`src/rtl/button_debouncer.sv`:
```
// Debounces a raw push-button into a clean level plus press/release/long-press/auto-repeat strobes.
// Latency: raw change sampled at edge 1 -> pb_state with pb_down/pb_up at edge 2+2**CNT_WIDTH.
// No backpressure; every strobe is single-cycle. Define DEBOUNCE_REPEAT_EN to build the auto-repeat timer.
module button_debouncer #(
    parameter int CNT_WIDTH     = 16,
    parameter bit ACTIVE_LOW    = 1'b1,
    parameter int LONG_CYCLES   = 50000000,
    parameter int REPEAT_CYCLES = 10000000
) (
    input  logic clk,
    input  logic rst_n,
    input  logic button,
    output logic pb_state,
    output logic pb_down,
    output logic pb_up,
    output logic pb_long,
    output logic pb_rpt
);

    typedef enum logic [1:0] {
        S_IDLE  = 2'd0,
        S_PRESS = 2'd1,
        S_LONG  = 2'd2
    } hold_state_t;

    // One timer width serves both the long-press and the repeat counters.
    localparam int TMR_MAX = (LONG_CYCLES > REPEAT_CYCLES) ? LONG_CYCLES : REPEAT_CYCLES;
    localparam int TMR_W   = (TMR_MAX > 1) ? $clog2(TMR_MAX) : 1;
    localparam logic [TMR_W-1:0] LONG_LAST = TMR_W'(LONG_CYCLES - 1);

    logic                 w_btn_pressed;
    logic [1:0]           r_sync;
    logic [CNT_WIDTH-1:0] r_cnt;
    logic                 r_pb_state;
    logic                 r_pb_down;
    logic                 r_pb_up;
    logic                 w_idle;
    logic                 w_cnt_full;
    logic                 w_toggle;

    hold_state_t          r_state;
    hold_state_t          w_state_nxt;
    logic [TMR_W-1:0]     r_hold_cnt;
    logic [TMR_W-1:0]     w_hold_nxt;
    logic                 w_long;

    assign w_btn_pressed = ACTIVE_LOW ? ~button : button;

    always_ff @(posedge clk or negedge rst_n) begin
        if (!rst_n) begin
            r_sync <= 2'b00;
        end else begin
            r_sync <= {r_sync[0], w_btn_pressed};
        end
    end

    // Any return to agreement with the synchronised level restarts the stable window.
    assign w_idle     = (r_pb_state == r_sync[1]);
    assign w_cnt_full = &r_cnt;
    assign w_toggle   = ~w_idle & w_cnt_full;

    always_ff @(posedge clk or negedge rst_n) begin
        if (!rst_n) begin
            r_cnt      <= '0;
            r_pb_state <= 1'b0;
            r_pb_down  <= 1'b0;
            r_pb_up    <= 1'b0;
        end else begin
            r_cnt     <= w_idle ? '0 : r_cnt + CNT_WIDTH'(1);
            r_pb_down <= w_toggle & ~r_pb_state;
            r_pb_up   <= w_toggle & r_pb_state;
            if (w_toggle) begin
                r_pb_state <= ~r_pb_state;
            end
        end
    end

    always_ff @(posedge clk or negedge rst_n) begin
        if (!rst_n) begin
            r_state    <= S_IDLE;
            r_hold_cnt <= '0;
        end else begin
            r_state    <= w_state_nxt;
            r_hold_cnt <= w_hold_nxt;
        end
    end

    // Release wins over the long-press threshold landing in the same cycle.
    always_comb begin
        w_state_nxt = r_state;
        w_hold_nxt  = r_hold_cnt;
        w_long      = 1'b0;
        case (r_state)
            S_IDLE: begin
                w_hold_nxt = '0;
                if (r_pb_down) begin
                    w_state_nxt = S_PRESS;
                end
            end
            S_PRESS: begin
                if (r_pb_up) begin
                    w_state_nxt = S_IDLE;
                end else if (r_hold_cnt == LONG_LAST) begin
                    w_long      = 1'b1;
                    w_state_nxt = S_LONG;
                end else begin
                    w_hold_nxt = r_hold_cnt + TMR_W'(1);
                end
            end
            S_LONG: begin
                if (r_pb_up) begin
                    w_state_nxt = S_IDLE;
                end
            end
            default: begin
                w_state_nxt = S_IDLE;
                w_hold_nxt  = '0;
            end
        endcase
    end

`ifdef DEBOUNCE_REPEAT_EN
    localparam logic [TMR_W-1:0] RPT_LAST = TMR_W'(REPEAT_CYCLES - 1);

    logic [TMR_W-1:0] r_rpt_cnt;
    logic [TMR_W-1:0] w_rpt_nxt;
    logic             w_rpt_hit;

    // The counter sits at zero outside LONG, so the first repeat lands REPEAT_CYCLES after pb_long.
    always_comb begin
        w_rpt_nxt = '0;
        w_rpt_hit = 1'b0;
        if (r_state == S_LONG && !r_pb_up) begin
            if (r_rpt_cnt == RPT_LAST) begin
                w_rpt_hit = 1'b1;
            end else begin
                w_rpt_nxt = r_rpt_cnt + TMR_W'(1);
            end
        end
    end

    always_ff @(posedge clk or negedge rst_n) begin
        if (!rst_n) begin
            r_rpt_cnt <= '0;
        end else begin
            r_rpt_cnt <= w_rpt_nxt;
        end
    end

    assign pb_rpt = w_rpt_hit;
`else
    assign pb_rpt = 1'b0;
`endif

    assign pb_state = r_pb_state;
    assign pb_down  = r_pb_down;
    assign pb_up    = r_pb_up;
    assign pb_long  = w_long;

endmodule

```
`config.mk`:
```
export PLATFORM = sky130hd
export DESIGN_NAME = button_debouncer
export DESIGN_NICKNAME = d
export VERILOG_FILES = /design/src/rtl/button_debouncer.sv
export SDC_FILE = /design/constraint.sdc
export NUM_CORES = 1
export LEC_CHECK = 0
export CAP_MARGIN = 20
export CORE_AREA = 4 4 90 58
export DETAILED_ROUTE_END_ITERATION = 10
export DIE_AREA = 0 0 94 62
export PLACE_DENSITY = 0.78
export SLEW_MARGIN = 40
export SYNTH_ARGS = -nofsm -noshare
export SYNTH_HDL_FRONTEND = slang
export SYNTH_SLANG_ARGS = --single-unit
```
`constraint.sdc`:
```
create_clock -name clk -period 2.6 [get_ports clk]
set_clock_uncertainty 0.1 [all_clocks]
set_input_delay 0.52 -clock clk [delete_from_list [all_inputs] [get_ports clk]]
set_output_delay 0.52 -clock clk [all_outputs]
set_load 0.05 [all_outputs]
```
==> impl_metrics.tcl <==
set metrics [dict create \
    outcome "finished clean" \
    worst_setup_path_endpoint "pb_long" \
    syn2layout_area_growth_pct 13.6 \
    detailedRoute.firstIterationViolations 210 \
    post_route_cells_drive_above_1_share_pct 18.6 \
    first_global_vias 2001 \
    drt_wl_total_um 5940 \
    io_buffers 6 \
    rr_endpoint "r_hold_cnt[25]$_DFFE_PN0P_" \
    synthDominantCellAreaShare_pct 46.4 \
    synthesis.area_um2 2640 \
    yosysUniqueCellTypes 53 \
    dr_total_vias 2229 \
    nFillCells 346 \
    post_route_cell_area_um2 3000 \
    maxSlewHeadroom_pct 56.5 \
    wp_data_arrival_ps 1960 \
    report.final.setup_viol 0 \
    required_ps 1980 \
    hold_violations 0 \
    postSynthAreaPerCell_um2 9.64 \
    synth_top_flop_cell "dfrtp_1" \
    worst-path-max-fanout 4 \
    transition_time_of_the_tightest_slew_check_pin_ps 650 \
    nNetsFinal 301 \
    yosys_register_bits 49 \
    antenna_found_initial 0 \
    max-vdd-ir-drop_uv 310 \
    htreeDepth 2 \
    start_kind "flop" \
    final_critical_path_setup_slack_ps 19.8 \
    power.leakage_nw 1.30 \
    nature_of_the_critical_path_endpoint "output pin" \
    maxCapViolCount 0 \
    grt_setup_unrepaired "true" \
    ioPinCount 8 \
    dpl.hpwl_um 4110 \
    finalCritPeriodShare_pct 99.2 \
    timing.rr.start "r_hold_cnt[1]$_DFFE_PN0P_" \
    report.power.total_mw 1.35 \
    placement.setup.worst_slack_ps 169 \
    final_core_util_pct 67.9 \
    drt_first_pass_iters 5 \
    globalplace.congestion 0.907 \
    numCtsBuffers 5 \
    number_of_instances_in_the_synthesized_netlist 274 \
    setup.worst_path.class "reg -> out" \
    netlist_top_cells_area "dfrtp_1, nor2_1, nand3_1" \
    clockBufferDepth 2 \
    grt_first_pass_wirelength_um 10200 \
    synth-async-reset-ratio_pct 100 \
    insertion_delay_ps 310 \
    synth-warning-count 0 \
    worst_setup_path_startpoint "r_hold_cnt[1]$_DFFE_PN0P_" \
    hold_class "in -> async" \
    r2r_setup_slack_ps 130 \
    final_max_slew_viol_count 0 \
    die_h_um 62 \
    synth_sequential_area_ratio_pct 46.4 \
    floorplan.die.width_um 94 \
    global_route.usage.total_pct 23.1 \
    initial_utilization_pct 59.8 \
    synth_edf_count 0 \
    antenna_violating_nets_post_route 0 \
    syn-num-nets 279 \
    total_overflow_reported_by_the_global_router 0 \
    clock_tree.root_cell "clkbuf_8" \
    cts.clk_slew.worst_paths_ps 100 \
    area_of_the_placeable_core_um2 4420 \
    worst-r2r-cell-count 8 \
    drcViolationCount 0 \
    maximum_clock_rate_mhz 388 \
    area_enclosed_by_the_die_boundary_um2 5830 \
    cts.hold.buffers_added 0 \
    cts_sink_cnt 49 \
    instance_area_after_placement_um2 2810 \
    row_count 19 \
    cts_tree "yes" \
    vias_per_cell 6.21 \
    grt_start_max_net_pins 22 \
    synth.largest_area_cell "dfrtp_1" \
    route.detailed.wl_per_inst_um 16.5 \
    power-per-cell-area_nw_per_um2 450 \
    antenna_cells 0 \
    post-route-min-period_ps 2580 \
]
critical path, stage by stage (launching register included):
cell	delay (ps)
dfrtp_1	400
ha_2	230
nand4_1	220
nor4_4	370
nand3_2	150
nor2_4	130
buf_12	140
flip-flops by register name, indices dropped and copies added (netlist names):
signal and count:
r_sync 2, pb_down 1, r_cnt 16, pb_state 1, r_hold_cnt 26, pb_up 1, r_state 2
metal layers:
metal / routed length (µm) / track usage (%) / vias to the layer above
li1: - / - / 1059
met4: 57 / 7.61 / 0
met3: 419 / 5.90 / 7
met2: 2530 / 32.0 / 82
met5: 0 / 0 / -
met1: 2930 / 35.2 / 1081
layout by cell type, fill, tap and decap left out, types with 3 or more instances in the layout:
| master | count |
|---|---|
| o311ai_0 | 4 |
| a211o_1 | 5 |
| dfrtp_1 | 47 |
| nand2b_1 | 5 |
| and3_1 | 3 |
| clkdlybuf4s50_1 | 4 |
| nand2_1 | 25 |
| nor4_1 | 8 |
| nor2_1 | 31 |
| inv_1 | 6 |
| or3_1 | 3 |
| nand4_1 | 11 |
| nand3_1 | 21 |
| and3_2 | 3 |
| a41oi_1 | 4 |
| nor3_1 | 4 |
| o211a_1 | 4 |
| or2_2 | 4 |
| a221o_1 | 3 |
| clkbuf_8 | 5 |
| xor2_1 | 9 |
| o21ai_0 | 5 |
| a31oi_1 | 9 |
| xnor2_1 | 6 |
| buf_4 | 19 |
| nor2b_1 | 3 |
| a21oi_1 | 3 |
| o211ai_1 | 3 |
stage by stage:
stage	instances	setup TNS (ps)	hold WS [ps]
3_3_place_gp	343	0	242
3_5_place_dp	343	0	236
5_1_grt	359	-191	32.8
6_report	359	0	7.42
2_1_floorplan	274	0	124
4_1_cts	353	-73.6	24.3
worst min path at each step:
| stage | endpoint | slack [ps] | cells past startpoint |
|---|---|---|---|
| after detailed placement | r_sync[1]$_DFF_PN0_ | 240 | 0 |
| after global routing | r_hold_cnt[10]$_DFFE_PN0P_ | 30 | 1 |
| final | r_hold_cnt[10]$_DFFE_PN0P_ | 7 | 1 |
| after floorplan | pb_down$_DFF_PN0_ | 120 | 0 |
| after CTS | r_hold_cnt[10]$_DFFE_PN0P_ | 20 | 1 |
| after global placement | r_sync[1]$_DFF_PN0_ | 240 | 0 |
cell type report:
class                      instances  area, µm²  share of cell area [%]
clock buffer                       5       68.8                    2.29
clock inverter                     2       38.8                    1.29
inverter                           6       22.5                   0.750
multi-input combinational        209       1360                    45.2
sequential                        49       1230                    40.9
tap                               63       78.8                    2.63
timing repair buffer              25        208                    6.92
power breakdown:
group          internal, mW  switching, mW
clock network         0.285          0.257
logic               0.00950         0.0265
registers             0.767        0.00464
what timing repair did:
item,CTS,global route
gates cloned,0,0
resized for setup,1,5
setup buffers,3,6
endpoints found under the setup margin,1,4
pin swaps,3,3
kinds of logic (layout without fill, tap and decap cells):
logic type	count (synthesis)	in the layout	synth area share [%]
muxes	2	2	0.805
buffers and inverters	16	38	2.98
adders and majority gates	2	2	0.947
and+or+nand+nor	136	136	27.8
other	1	1	0.142
AOI/OAI and AO/OA	53	53	16.0
xor gates and xnor gates	15	15	4.97
DFF	49	49	46.4
cell usage after synthesis, types with 3 or more instances:
library cell / n
nor2b_1: 3
xor2_1: 9
o211a_1: 4
nand3_1: 22
a21oi_1: 3
o211ai_1: 3
inv_1: 6
xnor2_1: 6
clkbuf_1: 6
a211o_1: 5
nand4_1: 11
nand2_1: 25
a221o_1: 3
a31oi_1: 9
o21ai_0: 5
and3_2: 3
nand2b_1: 5
a41oi_1: 4
buf_4: 3
or3_1: 3
nor2_1: 32
or2_2: 4
nor4_1: 8
and3_1: 3
o311ai_0: 4
nor3_1: 4
dfrtp_1: 49
No activity file was read; power rests on OpenSTA's default activity.
